<file path="config.mk">
export PLATFORM = sky130hd
export DESIGN_NAME = alu_regfiles
export DESIGN_NICKNAME = d
export VERILOG_FILES = /design/src/rtl/alu_regfiles.sv
export SDC_FILE = /design/constraint.sdc
export NUM_CORES = 1
export LEC_CHECK = 0
export CAP_MARGIN = 20
export CORE_MARGIN = 1
export CORE_UTILIZATION = 34
export CTS_BUF_LIST = sky130_fd_sc_hd__clkbuf_16
export CTS_CLUSTER_DIAMETER = 100
export DETAILED_ROUTE_END_ITERATION = 12
export GPL_TIMING_DRIVEN = 0
export PLACE_DENSITY = 0.58
export SLEW_MARGIN = 10
export SYNTH_ARGS = -nofsm -noshare
export SYNTH_HDL_FRONTEND = slang
export SYNTH_SLANG_ARGS = --single-unit
</file>
<file path="constraint.sdc">
create_clock -name clk -period 5.2 [get_ports clk]
set_input_delay 1.04 -clock clk [delete_from_list [all_inputs] [get_ports clk]]
set_output_delay 1.04 -clock clk [all_outputs]
set_load 0.005 [all_outputs]
</file>
<file path="src/rtl/alu_regfiles.sv">
// -----------------------------------------------------------------------------
// alu_regfiles
//   Four-entry register file feeding an eight-function ALU. Each instruction
//   reads two source registers and presents the ALU result combinationally on
//   outputData. The result is written to the destination register on the first
//   rising clock edge at which countOp differs from the last committed tag, so
//   holding a tag steady never writes twice.
//
// Parameters
//   WORD_SIZE    datapath width (default 16)
//   RESET_VALUE  value loaded into every register on reset (default 16'h0010)
//
// Ports
//   clk           in   1          rising-edge clock
//   reset_n       in   1          asynchronous active-low reset
//   countOp       in   8          instruction tag; a change marks a new instruction
//   functionCode  in   3          ALU operation select
//   readReg1      in   2          source A index
//   readReg2      in   2          source B index (unused by unary operations)
//   writeReg      in   2          destination index
//   outputData    out  WORD_SIZE  combinational ALU result
// -----------------------------------------------------------------------------
module alu_regfiles #(
  parameter int                   WORD_SIZE   = 16,
  parameter logic [WORD_SIZE-1:0] RESET_VALUE = WORD_SIZE'(16'h0010)
) (
  input  logic                 clk,
  input  logic                 reset_n,
  input  logic [7:0]           countOp,
  input  logic [2:0]           functionCode,
  input  logic [1:0]           readReg1,
  input  logic [1:0]           readReg2,
  input  logic [1:0]           writeReg,
  output logic [WORD_SIZE-1:0] outputData
);

  typedef enum logic [2:0] {
    OP_ADD = 3'b000,
    OP_SUB = 3'b001,
    OP_AND = 3'b010,
    OP_ORR = 3'b011,
    OP_NOT = 3'b100,
    OP_TCP = 3'b101,
    OP_SHL = 3'b110,
    OP_SHR = 3'b111
  } aluOp_e;

  localparam logic [WORD_SIZE-1:0] ONE = WORD_SIZE'(1);

  logic [WORD_SIZE-1:0] regFile [4];
  logic [7:0]           last_tag;
  logic [WORD_SIZE-1:0] opA;
  logic [WORD_SIZE-1:0] opB;
  logic [WORD_SIZE-1:0] aluResult;
  logic                 newInstr;

  // Read ports are purely combinational, so a source that is also the
  // destination supplies its pre-write value until the commit edge.
  assign opA = regFile[readReg1];
  assign opB = regFile[readReg2];

  // Unary operations never reference opB, so an unknown readReg2 cannot
  // propagate into their result.
  always_comb begin
    // NOTE: a default before the case keeps every path assigned, so no latch
    // can be inferred even if the case is later edited.
    aluResult = '0;
    case (aluOp_e'(functionCode))
      OP_ADD: aluResult = opA + opB;
      OP_SUB: aluResult = opA - opB;
      OP_AND: aluResult = opA & opB;
      OP_ORR: aluResult = opA | opB;
      OP_NOT: aluResult = ~opA;
      OP_TCP: aluResult = (~opA) + ONE;
      OP_SHL: aluResult = {opA[WORD_SIZE-2:0], 1'b0};
      OP_SHR: aluResult = {opA[WORD_SIZE-1], opA[WORD_SIZE-1:1]};
      default: aluResult = '0;
    endcase
  end

  assign outputData = aluResult;

  // A tag different from the last committed one is a fresh instruction;
  // wrap from 8'hff to 8'h00 is just another change.
  assign newInstr = (countOp != last_tag);

  // NOTE: the register file is four flops, not a RAM macro, so it takes the
  // asynchronous reset like any other state; a reset between edges therefore
  // also cancels whatever write was pending for the next edge.
  always_ff @(posedge clk or negedge reset_n) begin
    if (!reset_n) begin
      for (int i = 0; i < 4; i++) begin
        regFile[i] <= RESET_VALUE;
      end
      last_tag <= 8'h00;
    end else if (newInstr) begin
      // NOTE: non-blocking assignments let every read in this edge see the
      // old register values, matching the pre-write operand rule.
      regFile[writeReg] <= aluResult;
      last_tag          <= countOp;
    end
  end

endmodule

</file>
==> results of run 1 <==
[kinds of logic after synthesis]
family                   Yosys count  share of synthesized area, %
AND/OR/NAND/NOR                  175                          14.6
AO/OA/AOI/OAI                    149                          15.9
multiplexers                      72                          21.0
flip-flops                        72                          31.0
buffers and inverters             71                          5.54
XOR/XNOR                          41                          6.16
adder cells (fa/ha/maj)           28                          5.80
[worst max-delay path: cells and delay by family]
kind,cells,cell delay [ns]
buf+inv,5,0.66
compound gates,4,0.51
simple gates,6,1.40
mux,1,0.56
fa+ha+maj,1,0.31
xor+xnor,1,0.13
[cells in the mapped netlist, types with 19 or more instances]
cell type   n
ha_1       19
inv_1      23
o21ai_0    44
a21oi_1    33
nor2_1     41
mux4_2     35
nand2_1    79
xnor2_1    29
dfrtp_1    68
mux2_2     24
clkbuf_1   31
[layer usage]
layer | track usage (%) | routed length (um)
met5 | 0 | 0
met4 | 11.7 | 805
met3 | 3.41 | 985
met2 | 34.0 | 8620
met1 | 26.7 | 7810
[per-stage QoR]
step	cell area [sq um]	TNS (ns)
2_1_floorplan	5870	-0.159
4_1_cts	7300	-3.71
3_3_place_gp	6440	-24.61
3_5_place_dp	6480	-23.69
5_1_grt	7450	-5.36
6_report	7450	-3.43
[area by class of cell]
cell class | instances | area share (%)
plain buffers | 46 | 3.81
repair buffers | 82 | 9.14
inverters | 24 | 1.21
flip-flops and latches | 72 | 24.3
clock buffers | 9 | 3.02
multi-input cells | 465 | 54.4
well taps | 220 | 3.70
clock inverters | 7 | 0.420
[state kept, by name, summed over array words and instances, names as in the netlist]
| register | cells |
|---|---|
| last_tag | 8 |
| regFile | 64 |
[power by group]
group	internal (mW)	switching (mW)	total, mW
Combinational	1.84	1.99	3.84
Clock	0.313	0.215	0.529
Sequential	0.804	0.163	0.967
Total	2.96	2.37	5.33
[final timing paths]
| path | end | from | slack (ns) |
|---|---|---|---|
| worst max-delay path | outputData[15] | readReg2[0] | -0.47 |
| worst min-delay path | regFile[32] | regFile[32] | 0.50 |
| worst max register to register | regFile[62] | regFile[3] | 1.11 |
| worst min register to register | regFile[32] | regFile[32] | 0.50 |
| max in group asynchronous | last_tag[2] | reset_n | 4.07 |
| min in group asynchronous | regFile[48] | reset_n | 0.58 |
[timing repair]
item / in CTS / in global routing
setup buffers: 38 / 13
cloned: 0 / 0
hold buffers: 0 / 0
pin swaps: 39 / 16
resized for setup: 98 / 24
endpoints found under the setup margin: 19 / 15
hold endpoints to repair: 0 / 0
==> summary.txt, run 1 <==
Critical path
  – CP Capture Type: output port
  – Startpoint types: primary input
  – Critical path fanouts, max: 4
  – R2R cell count: 17
  – Crit path largest cell delay: around 0.56 ns
  – Crit path DAT: around 4.6 ns
  – Critical path's slowest cell: mux4_2
  – Critical-path cell list: buf_12 > buf_12 > mux4_2 > nor4_4 > buf_4 > nor3b_4 > nor2_1 > xnor2_1 > ha_1 > and3_4 > o211ai_1 > o21ai_4 > buf_4 > o21ai_4 > a21oi_2 > or4_4 > nand3b_1 > buf_2
  – Setup Crit Path Kind: primary input to output port
  – CP Data Required Time: 4.16 ns

STA
  – Worst Skew: around 0.0070 ns
  – RSZ-0062 raised after global routing: yes
  – Worst slew margin: 22.9%
  – Post-route minimum period: 5.67 ns
  – Period utilization: 109%
  – Final hold vios: 0
  – Final WS setup: -0.467 ns
  – Max-slew violations: 0
  – Worst slew pin tran: 1.15 ns
  – Setup Viol. Count Final: 12
  – Final hold slack: just under 0.5 ns
  – Fmax: between 150 and 200 MHz

Floorplanning
  – Core footprint: 0.0166 sq mm
  – Die H: between 100 and 150 um
  – Full die area: between 0.015 and 0.02 sq mm
  – FP Rows: 47
  – Die Wd: approximately 130 um
  – IO Count: 35
  – Initial Util: around a third

Yosys
  – Dominant cells by area after synthesis: dfrtp_1 29%, mux4_2 14%, nand2_1 5.1%
  – Synth warnings: 0
  – Yosys cell types: between 70 and 80
  – Syn_nets: around 650
  – Synthesized cell area: between 0.005 and 0.006 sq mm
  – Seq/Total Area, Yosys: ~31%
  – Synth area leader: dfrtp_1
  – Asr flop ratio synth: 100%
  – Post-Syn Area per Cell: 9.58 sq um
  – Post-synthesis register bit count: between 70 and 80
  – Top-area cell type share of the netlist area: about 30%
  – Post-synth EDFFs: 0
  – Synth Flop Type: dfrtp_1
  – Synth Instances: around 600

Cells and area
  – Diodes inserted: 0
  – Fill count: around 1600
  – Multi-input logic area: 0.00405 sq mm
  – Share of layout cells above drive strength 1: between 30% and 40%
  – Most frequent cells in the layout: 77 x nand2_1, 68 x dfrtp_1, 50 x buf_4
  – Most common cell after layout, fill and taps aside: nand2_1
  – Cell Count, Final, Fillers Out: 925
  – Final #Nets: 739
  – Area grow syn2layout: 27.8%
  – Fin util: around 45%
  – Seq. cell area: between 0.0015 and 0.002 sq mm

Detailed routing
  – DRT iter0 DRCs: ~350
  – Final wirelength: 18200 um
  – Post-route DRC: 0
  – Via count: ~5200
  – 1st-pass router iterations: 5
  – WL/cell: 19.7 um
  – Antenna-violating nets left: 0
  – Drt via density: 5.65

Clock network
  – Clock Path Buffers: 2
  – Clock slew at reported path FFs: around 0.05 ns
  – Skew-Pair Late Insertion Delay: approximately 0.33 ns
  – CTS tree: built
  – CTS Sinks: between 70 and 80
  – Total CTS buffers: 9
  – H-tree Lvls: 3
  – Root Driver: clkbuf_16

Power and ir drop
  – Max VDD drop: ~0.28 mV
  – Leak: approximately 3.1 nW
  – Power Total: 5.33 mW
  – Pwr dens: between 700 and 800 mW/mm^2

Place
  – Placed Cells: approximately 860
  – Hpwl dp: roughly 13000 um
  – I/O Buffers: 29
  – Dpl ws: -1.59 ns
  – GPL Wtd Cong: approximately 0.89

GRT
  – Initial antenna violation count: 0
  – Vias in the first global route: 5288
  – GRT Resource Usage Total: a little over a fifth
  – Largest net degree at the start of global routing: 56
  – First-pass GRT wire length: 28500 um
  – Grt ovf: 0

Run status
  – Violations in the final reports: setup timing
  – Status: finished, violations left

Worst hold path
  – Hold crit path type: flop to flop
  – WHS Path Cells: 2

Flow run
  – Max-Cap Viols: 0
Note: power is estimated with default switching activity, not from simulation.
==> run 2, diff against run 1 <==
Settings changed: DONT_BUFFER_PORTS from default to 1, PLACE_DENSITY 0.58 to 0.56, TNS_END_PERCENT from default to 100.
==> summary.txt, run 2 (synthesis gave the netlist of run 1 again) <==
Critical path
  – Critical R2R Capture: regFile[43]
  – Critical path fanouts, max: 6
  – R2R cell count: 16
  – RR Startpoint: regFile[3]
  – Crit path depth: 15
  – Critical-path cell list: buf_12 > buf_12 > mux4_2 > nor4_4 > nor3b_4 > nor2_2 > xnor2_1 > ha_1 > and3_4 > nand3_1 > o21ai_2 > nor2_1 > xor2_1 > mux4_2 > inv_2
  – Reg2reg setup slack: 1.24 ns
  – Setup crit end: outputData[9]
  – WP buf/inv: 3
  – Crit path largest cell delay: roughly 0.58 ns
  – CP Capture Type: output port
  – CP Data Required Time: between 4 and 5 ns
  – Setup Crit Path Kind: primary input to output port
  – Critical path's slowest cell: mux4_2
  – Startpoint types: primary input
  – Crit path DAT: between 4 and 5 ns
  – Crit path max-delay family: multiplexers
  – Worst Setup SP: readReg2[0]

Flow run
  – Max-Cap Viols: 0

Power and ir drop
  – Leak: ~2.8 nW
  – Max VDD drop: between 0.2 and 0.3 mV
  – Part of the power in the clock network: 12.2%
  – Sw Pwr: approximately 2.1 mW
  – Pwr dens: approximately 700 mW/mm^2
  – Switching Fraction: around 45%
  – Cell-internal power: ~2.6 mW
  – Power Total: roughly 4.7 mW
  – Logic pwr share: about 67%
  – Sequential group share of total power: between 20% and 30%

GRT
  – GRT Resource Usage Total: 20.4%
  – Largest net degree at the start of global routing: 73
  – Grt ovf: 0
  – Initial antenna violation count: 0
  – Vias in the first global route: ~5000
  – First-pass GRT wire length: 27600 um

STA
  – Period utilization: 105%
  – Worst slew margin: 49.0%
  – Fmax: 182 MHz
  – Final hold slack: 0.402 ns
  – Final hold vios: 0
  – RSZ-0062 raised after global routing: yes
  – Worst Skew: 0.00644 ns
  – Worst slew pin tran: about 0.76 ns
  – Post-route minimum period: about 5.5 ns
  – Final WS setup: -0.283 ns
  – Setup Viol. Count Final: 8
  – Max-slew violations: 0

Clock network
  – Skew-Pair Late Insertion Delay: roughly 0.33 ns
  – Root Driver: clkbuf_16
  – H-tree Lvls: 3
  – CTS tree: built
  – Clock slew at reported path FFs: around 0.05 ns
  – CTS Sinks: slightly above 70
  – Hold buffer count at CTS: 0
  – Clock Path Buffers: 2
  – Total CTS buffers: 9

Detailed routing
  – Post-route DRC: 0
  – Drt via density: roughly 5.7
  – Antenna-violating nets left: 0
  – Via count: around 5000
  – WL/cell: approximately 20 um
  – Final wirelength: roughly 17000 um
  – 1st-pass router iterations: 5
  – DRT iter0 DRCs: 411

Cells and area
  – Final #Nets: ~700
  – Max reg flops: 64
  – Most frequent cells in the layout: 78 x nand2_1, 68 x dfrtp_1, 39 x o21ai_0
  – Largest Register: regFile
  – Diodes inserted: 0
  – Share of layout cells above drive strength 1: a little over a quarter
  – Most common cell after layout, fill and taps aside: nand2_1
  – Top flop regs: regFile: 64 flops, last_tag: 8 flops
  – Area grow syn2layout: 18.1%

Floorplanning
  – Core footprint: 0.0166 sq mm
  – Die Wd: between 100 and 150 um
  – Initial Util: between 30% and 40%
  – Full die area: around 0.018 sq mm
  – IO Count: 35
  – FP Rows: 47
  – Die H: between 100 and 150 um

Place
  – Hpwl dp: 12900 um
  – I/O Buffers: 0
  – GPL Wtd Cong: around 0.88

Run status
  – Violations in the final reports: setup timing
  – Status: finished, violations left

Worst hold path
  – Hold crit path type: primary input to asynchronous set/reset pin
[run 2: routing by layer]
| layer | GRT usage, % | wire (um) | vias up |
|---|---|---|---|
| met2 | 32.4 | 8180 | 208 |
| met1 | 27.6 | 7510 | 2446 |
| met4 | 9.71 | 663 | 0 |
| met3 | 2.45 | 1060 | 39 |
| met5 | 0 | 0 | - |
| li1 | - | - | 2323 |
[run 2: cell type report]
type | count | area, sq um
fill | 1596 | 9760
sequential | 72 | 1810
inverter | 24 | 90.1
clock buffer | 9 | 225
buffer | 46 | 264
multi-input combinational | 465 | 3900
tap | 220 | 275
timing repair buffer | 33 | 264
clock inverter | 7 | 55.1
[run 2: worst min-delay path by stage]
| stage | end | from | cells past startpoint |
|---|---|---|---|
| after floorplan | regFile[32] | regFile[32] | 2 |
| after global placement | regFile[52] | regFile[52] | 2 |
| after detailed placement | regFile[4] | regFile[4] | 2 |
| after CTS | regFile[16] | reset_n | 0 |
| after global routing | regFile[50] | reset_n | 0 |
| final | regFile[50] | reset_n | 0 |
[run 2: repair_timing]
item	CTS	global route
hold endpoints to repair	0	0
pin swaps	20	13
setup endpoints to repair	13	11
setup buffers	22	9
gates resized for setup	32	15
[run 2: worst reg2reg max path: stages, from the launching register on]
cell and delay, ns:
dfrtp_1 0.39, mux4_2 0.60, nor4_4 0.34, nand2_2 0.12
nor2_4 0.14, a21oi_2 0.07, xnor2_1 0.13, ha_1 0.34
and3_4 0.20, o211ai_1 0.10, o21ai_2 0.13, o41ai_2 0.32
xnor2_1 0.19, a221oi_2 0.40, buf_4 0.18, buf_4 0.12
o21ai_1 0.07
[run 2: metrics by stage]
step                      instances  TNS, ns  util [%]  setup WS (ns)  instance area (sq um)
after floorplan                 608   -0.159         -        -0.0686                   5870
after global placement          828    -7.66      36.9         -0.827                   6150
after CTS                       867    -1.38      40.5         -0.257                   6750
final                           876    -1.53      41.3         -0.283                   6880
after detailed placement        830    -7.70      37.1         -0.854                   6170
after global routing            876    -2.53      41.3         -0.386                   6880
[run 2: power by group through the flow]
stage | logic [mW] | registers, mW | clock network (mW)
2_1_floorplan | 2.07 | 0.915 | 0
3_3_place_gp | 2.62 | 0.947 | 0
3_5_place_dp | 2.67 | 0.972 | 0
4_1_cts | 2.94 | 0.962 | 0.586
5_1_grt | 3.42 | 1.00 | 0.608
6_report | 3.17 | 0.967 | 0.575
==> run 3, diff against run 2 <==
Settings changed: CTS_CLUSTER_SIZE from default to 28.
==> results of run 3 <==
The final DEF is identical to that of run 2; final timing and power are the same.
